[src/rtl/div_unit.sv]
// ---------------------------------------------------------------------------
// div_unit
//
// Iterative integer divider for RV32M DIV / DIVU / REM / REMU. A radix-2
// restoring divider produces one quotient bit per cycle, so a normal
// operation spends WIDTH cycles in CALC. Divide-by-zero and signed overflow
// skip the iteration and go straight to DONE.
//
// Ports
//   clk        in   rising-edge clock
//   rst_n      in   asynchronous active-low reset
//   reqValid   in   request present on op / A / B
//   reqReady   out  unit can accept a request (high only in IDLE)
//   op         in   00 DIV, 01 DIVU, 10 REM, 11 REMU
//   A          in   dividend
//   B          in   divisor
//   respValid  out  out holds a completed result (high only in DONE)
//   respReady  in   consumer accepts the result
//   out        out  quotient (DIV/DIVU) or remainder (REM/REMU)
// ---------------------------------------------------------------------------
module div_unit #(
    parameter int WIDTH = 32
) (
    input  logic             clk,
    input  logic             rst_n,
    input  logic             reqValid,
    output logic             reqReady,
    input  logic [1:0]       op,
    input  logic [WIDTH-1:0] A,
    input  logic [WIDTH-1:0] B,
    output logic             respValid,
    input  logic             respReady,
    output logic [WIDTH-1:0] out
);

    localparam int CW = (WIDTH > 1) ? $clog2(WIDTH) : 1;
    localparam logic [CW-1:0] LAST_ITER = CW'(WIDTH - 1);
    localparam logic [WIDTH-1:0] MIN_NEG = {1'b1, {(WIDTH-1){1'b0}}};
    localparam logic [WIDTH-1:0] ALL_ONES = {WIDTH{1'b1}};

    typedef enum logic [1:0] {
        IDLE = 2'd0,
        CALC = 2'd1,
        DONE = 2'd2
    } state_t;

    state_t           state;
    logic [CW-1:0]    count;
    logic             is_rem;     // result is the remainder
    logic             neg_q;      // quotient needs negating at the end
    logic             neg_r;      // remainder needs negating at the end
    logic [WIDTH:0]   rem;        // partial remainder, one spare bit
    logic [WIDTH-1:0] quo;        // dividend shifts out, quotient shifts in
    logic [WIDTH-1:0] dvs;        // divisor magnitude
    logic [WIDTH-1:0] out_r;

    // Request decode, only meaningful in IDLE.
    logic             req_signed;
    logic             req_rem;
    logic             div_zero;
    logic             overflow;
    logic [WIDTH-1:0] a_mag;
    logic [WIDTH-1:0] b_mag;

    // One iteration step and the sign-corrected final results.
    logic [WIDTH:0]   rem_shift;
    logic             take;
    logic [WIDTH:0]   rem_next;
    logic [WIDTH-1:0] quo_next;
    logic [WIDTH-1:0] q_final;
    logic [WIDTH-1:0] r_final;

    // NOTE: every signal assigned in always_comb gets a default first, so no
    // path can leave it unassigned and infer a latch.
    always_comb begin
        req_signed = ~op[0];
        req_rem    = op[1];
        div_zero   = (B == '0);
        overflow   = req_signed && (A == MIN_NEG) && (B == ALL_ONES);
        a_mag      = (req_signed && A[WIDTH-1]) ? -A : A;
        b_mag      = (req_signed && B[WIDTH-1]) ? -B : B;

        // Bring the next dividend MSB into the partial remainder.
        rem_shift  = {rem[WIDTH-1:0], quo[WIDTH-1]};
        take       = (rem_shift >= {1'b0, dvs});
        rem_next   = take ? (rem_shift - {1'b0, dvs}) : rem_shift;
        quo_next   = {quo[WIDTH-2:0], take};

        q_final    = neg_q ? -quo_next : quo_next;
        r_final    = neg_r ? -rem_next[WIDTH-1:0] : rem_next[WIDTH-1:0];
    end

    // NOTE: sequential state uses non-blocking assignments so every register
    // samples the pre-edge values regardless of statement order.
    always_ff @(posedge clk or negedge rst_n) begin
        if (!rst_n) begin
            state  <= IDLE;
            count  <= '0;
            is_rem <= 1'b0;
            neg_q  <= 1'b0;
            neg_r  <= 1'b0;
            rem    <= '0;
            quo    <= '0;
            dvs    <= '0;
            out_r  <= '0;
        end else begin
            case (state)
                IDLE: begin
                    if (reqValid) begin
                        is_rem <= req_rem;
                        count  <= '0;
                        if (div_zero) begin
                            out_r <= req_rem ? A : ALL_ONES;
                            state <= DONE;
                        end else if (overflow) begin
                            out_r <= req_rem ? '0 : MIN_NEG;
                            state <= DONE;
                        end else begin
                            neg_q <= req_signed && (A[WIDTH-1] ^ B[WIDTH-1]);
                            neg_r <= req_signed && A[WIDTH-1];
                            rem   <= '0;
                            quo   <= a_mag;
                            dvs   <= b_mag;
                            state <= CALC;
                        end
                    end
                end
                CALC: begin
                    rem   <= rem_next;
                    quo   <= quo_next;
                    count <= count + CW'(1);
                    // The last step writes the fixed-up result directly so
                    // DONE starts with a stable registered output.
                    if (count == LAST_ITER) begin
                        out_r <= is_rem ? r_final : q_final;
                        count <= '0;
                        state <= DONE;
                    end
                end
                DONE: begin
                    if (respReady) begin
                        state <= IDLE;
                    end
                end
                default: state <= IDLE;
            endcase
        end
    end

    // Decodes of the registered state; reset reaches them asynchronously.
    assign reqReady  = (state == IDLE);
    assign respValid = (state == DONE);
    assign out       = out_r;

endmodule

[config.mk]
export PLATFORM = sky130hd
export DESIGN_NAME = div_unit
export DESIGN_NICKNAME = d
export VERILOG_FILES = /design/src/rtl/div_unit.sv
export SDC_FILE = /design/constraint.sdc
export NUM_CORES = 1
export LEC_CHECK = 0
export ABC_AREA = 1
export CAP_MARGIN = 20
export CORE_MARGIN = 2
export CORE_UTILIZATION = 50
export DETAILED_ROUTE_END_ITERATION = 16
export PLACE_DENSITY = 0.77
export SYNTH_ARGS = -nofsm -noshare
export SYNTH_HDL_FRONTEND = slang
export SYNTH_SLANG_ARGS = --single-unit
[constraint.sdc]
create_clock -name clk -period 3.5 [get_ports clk]
set_input_delay 1.05 -clock clk [delete_from_list [all_inputs] [get_ports clk]]
set_output_delay 1.05 -clock clk [all_outputs]
set_load 0.01 [all_outputs]
# Yosys cells after proc, flatten, opt, wreduce, memory -nomap -nowiden
# Cells that the tools add are included.
dict set report op_classes {
  addsub 6
  n_lt_le_gt_ge 1
  eq_ne 11
  mux 30
  n_bitwise 4
  n_reduce_logical 14
}
# operator n
set ops {}
lappend ops {{$mux 32} 18}
lappend ops {{$pmux 32 s2} 3}
lappend ops {{$neg 32->32} 4}
lappend ops {{$eq 32x32->1 const B} 2}
lappend ops {{$ge 33x32->1} 1}
lappend ops {{$logic_not 32->1} 1}
lappend ops {{$sub 32x32->32} 1}
lappend ops {{$reduce_and 4->1} 3}
lappend ops {{$mux 2} 5}
lappend ops {{$mux 5} 2}
lappend ops {{$pmux 5 s2} 1}
lappend ops {{$ne 2x2->1 const B} 4}
lappend ops {{$pmux 2 s3} 1}
lappend ops {{$add 5x1->5 const B} 1}
lappend ops {{$eq 5x5->1 const B} 1}
lappend ops {{$logic_and 1x1->1} 5}
lappend ops {{$reduce_and 2->1} 2}
lappend ops {{$ne 3x1->1 const B} 1}
lappend ops {{$not 1->1} 3}
lappend ops {{$reduce_and 3->1} 1}
lappend ops {{$eq 2x1->1 const B} 1}
lappend ops {{$eq 2x2->1 const B} 1}
lappend ops {{$logic_not 2->1} 1}
lappend ops {{$ne 2x1->1 const B} 1}
lappend ops {{other kinds (2)} 2}
dict set report totals {
  register_bits 138
  in_bits 70
  out_inout_bits 34
  word_cells 75
}

# Longest topological paths before layout
dict set report depth {
  depth_word 7
  mapped_depth 30
  mapped_depth_nobuf 29
}

# Worst setup path before layout
# OpenSTA, ideal clock, no wires.
dict set report synth_timing {
  path_kind {register to register}
  startpoint {register rem[23]}
  endpoint {register out_r[30], in the netlist out[30]}
  setup_ns 0.117
  arrival_ns 3.520
  required_ns 3.383
  path_slack_ns -0.137
  stages_incl_launch_ff 28
  period_less_slack_ns 3.637
  path_cell_list {dfrtp_1 ha_1 nand2_2 inv_2 a21oi_1 nand2_1 nand2_1 nand3_2 nor2_4 nand2_4 buf_6 inv_1 ha_1 nand3_1 nor3_1 nand4_1 inv_1 nand4_1 nor4_1 nand2_1 nand2_1 o21ai_0 o21ai_0 a21oi_1 nor2_1 nand2_1 nand2_1 nand2_1}
}
dict set report synth_between {
  elab_chain_len 7
}
# element line
set synth_rtl {}
lappend synth_rtl {{from (decl)} 52} ;# logic [WIDTH:0] rem;
lappend synth_rtl {{from (signal assigned)} 129} ;# rem <= rem_next;
lappend synth_rtl {{$sub 32x32->32 / $ge 33x32->1 (equally long branches)} {86, 85}}
lappend synth_rtl {{$mux 32} 86} ;# rem_next = take ? (rem_shift - {1'b0, dvs}) : rem_shift;
lappend synth_rtl {{$neg 32->32} 90} ;# r_final = neg_r ? -rem_next[WIDTH-1:0] : rem_next[WIDTH-1:0];
lappend synth_rtl {{$mux 32} 90}
lappend synth_rtl {{$mux 32 *} 135} ;# out_r <= is_rem ? r_final : q_final;
lappend synth_rtl {{$mux 32 *} 134} ;# if (count == LAST_ITER) begin
lappend synth_rtl {{$pmux 32 s2 *} 107} ;# case (state)
lappend synth_rtl {{to (signal assigned)} 113} ;# out_r <= req_rem ? A : ALL_ONES;
lappend synth_rtl {{to (signal assigned)} 116} ;# out_r <= req_rem ? '0 : MIN_NEG;
lappend synth_rtl {{to (signal assigned)} 135}
lappend synth_rtl {{to (decl)} 55} ;# logic [WIDTH-1:0] out_r;
# Every way passes the cells marked *; elsewhere a longest branch is shown, timed or not. The select of a mux whose other input is x is not followed.
# A chain may end at the register's enable or synchronous reset.

# Final worst setup path
dict set report layout_timing {
  startpoint {register rem[1]}
  endpoint {register out_r[9], in the netlist out[9]}
}
# The elaborated chain is that of the path after synthesis.

==> impl_metrics.ini <==
[floorplanning]
num_io_pins = 104
core_um2 = 25000
die_h_um = 163
row_count = 58
initial_core_util_pct = 50.5
chipWidth_um = 163
die_area_um2 = 26500

[run_status]
violations = negative setup slack
outcome = finished, violations left

[route]
drc = 0
ant_nets = 0
vias = 16000
drtIter0Drc = 1980
drt-total-wl_um = 50300
wire_per_inst_um = 18.1
drt_pre_antenna_iters = 6
via_per_inst = 5.78

[timing]
timing.fmax_mhz = 264
tightest_slew_ns = 0.903
timing.final.crit_share_pct = 108
hold_viol = 0
final.min_clock_period_ns = 3.79
rsz0062_at_grt = true
setup_viol_count_final = 29
final.setup.worst_slack_ns = -0.290
slew_violations = 0
slew_headroom_pct = 39.7
finalHoldWorstSlack_ns = 0.480
clock_skew_ns = 0.0175

[clock_network]
htree_levels = 4
cts.sinks = 138
cts_tree = done
root_buffer = clkbuf_16
clk_latency_ns = 0.45
holdBufCountCts = 0
cts.clk_slew.worst_paths_ns = 0.08
cts_buffers = 17
clock_path_buffers = 2

[placement]
dp_hpwl_um = 34300
dp_worst_setup_slack_ns = -0.816
place.port_buffers = 103
gp_congestion = 0.972

[logic_synthesis]
yosysUniqueCellTypes = 56
synth-main-ff-cell = dfrtp_1
synth.largest_area_cell = dfrtp_1
syn_nets = 2155
async_flop_share_pct = 100
synth-seq-cells = 138
synth_warnings = 0
ys_top_cells_by_area = dfrtp_1 (27%), nand2_1 (17%), inv_1 (8.6%)
seq_area_frac_synth_pct = 27.4
yosysMostFrequentCell = nand2_1
synth_common_cells = nand2_1 (587), inv_1 (289), o21ai_0 (184), nor2_1 (173), dfrtp_1 (138)
synth_top_area_share_pct = 27.4
synth_edf_count = 0
syn_inst = 2045
syn-cell-area_um2 = 12600
syn_area_per_cell_um2 = 6.17

[finish]
diodes = 0
drive_gt1_share_pct = 27.9
layout.nets = 2545
synthToLayoutAreaGrowth_pct = 45.1

[critical_path]
arrival_ns = 4.18
critPathMaxFanout = 6
endpoint_kind = flip-flop
cp.required_ns = 3.89
cpMaxStageDelayCell = dfrtp_1
cpPeakStageDelay_ns = 0.43
crit_path_start_kind = flip-flop
critPathKind = reg2reg
crit_path_frequent_cell = nand2_1

[min_path]
hp-class = reg2reg

[global_route]
grt_max_degree = 58
grt_pass1_wl_um = 72800
grt_usage_pct = 34.7
antenna_found_initial = 1
grt_pass1_vias = 14300
grt-ovfl-total = 0

[flow_run]
cap_violations = 0
==> repair_timing <==
action	CTS	global route
endpoints found under the setup margin	132	121
buffers inserted	10	42
resized for setup	69	233
pin swaps	18	117
gates cloned	2	2
==> sequential cells by signal (all words and copies together), names as in the netlist <==
signal  cells
neg_q       1
dvs        32
rem        32
out        32
quo        32
state       2
is_rem      1
neg_r       1
count       5
==> critical path, delay by kind of cell (launching register included) <==
| family | cells | cell delay [ns] |
|---|---|---|
| AO/OA/AOI/OAI | 2 | 0.22 |
| adder cells (fa/ha/maj) | 1 | 0.31 |
| buffers and inverters | 8 | 0.91 |
| AND/OR/NAND/NOR | 17 | 1.85 |
| flip-flops | 1 | 0.43 |
==> through the flow <==
stage	TNS (ns)	utilization, %	instances	cell area, um^2
finish	-4.89	73.3	2778	18300
global route	-8.37	73.3	2778	18300
CTS	0	69.1	2736	17300
detailed placement	-89.30	65.1	2692	16200
global placement	-77.37	65.1	2692	16200
floorplan	0	-	2045	12900
==> kinds of logic after synthesis <==
kind of cell               share of synthesized area (%)
AOI/OAI and AO/OA                                   17.3
xor gates and xnor gates                            3.61
adders and majority gates                           4.03
buffers and inverters                               11.9
DFF                                                 27.4
and+or+nand+nor                                     35.8
==> area by class of cell <==
type | instances | area (um^2)
fill | 1907 | 6670
sequential | 138 | 3460
multi-input combinational | 1524 | 8820
clock buffer | 17 | 425
clock inverter | 15 | 175
inverter | 312 | 1180
timing repair buffer | 442 | 3830
tap | 330 | 413
==> cell usage in the layout, fill, tap and decap left out, types with 61 or more instances in the layout <==
cell | synthesis | final
a21oi_1 | 115 | 107
buf_4 | 0 | 314
clkdlybuf4s50_1 | 0 | 95
dfrtp_1 | 138 | 131
inv_1 | 289 | 247
nand2_1 | 587 | 535
nand2_2 | 21 | 61
nand3_1 | 121 | 106
nor2_1 | 173 | 153
o21ai_0 | 184 | 147
==> per-layer routing <==
layer	track usage, %	share of wire (%)	up-vias
li1	-	-	7389
met1	48.2	40	7327
met2	54.4	45	1067
met3	3.90	9.0	266
met4	15.6	5.6	0
met5	0	0	-
==> path summary, 6_finish.rpt <==
check	from	endpoint	slack, ns	cells after the start
setup / recovery	rem[1]	out[9]	-0.29	28
hold / removal	out[22]	out[22]	0.48	2
setup reg to reg	rem[1]	out[9]	-0.29	28
hold reg to reg	out[22]	out[22]	0.48	2
max in group asynchronous	rst_n	rem[21]	2.08	2
min in group asynchronous	rst_n	dvs[2]	0.60	1
Power is not shown: default switching activity piles up to over one toggle a cycle in this logic, so the estimate is an artifact.
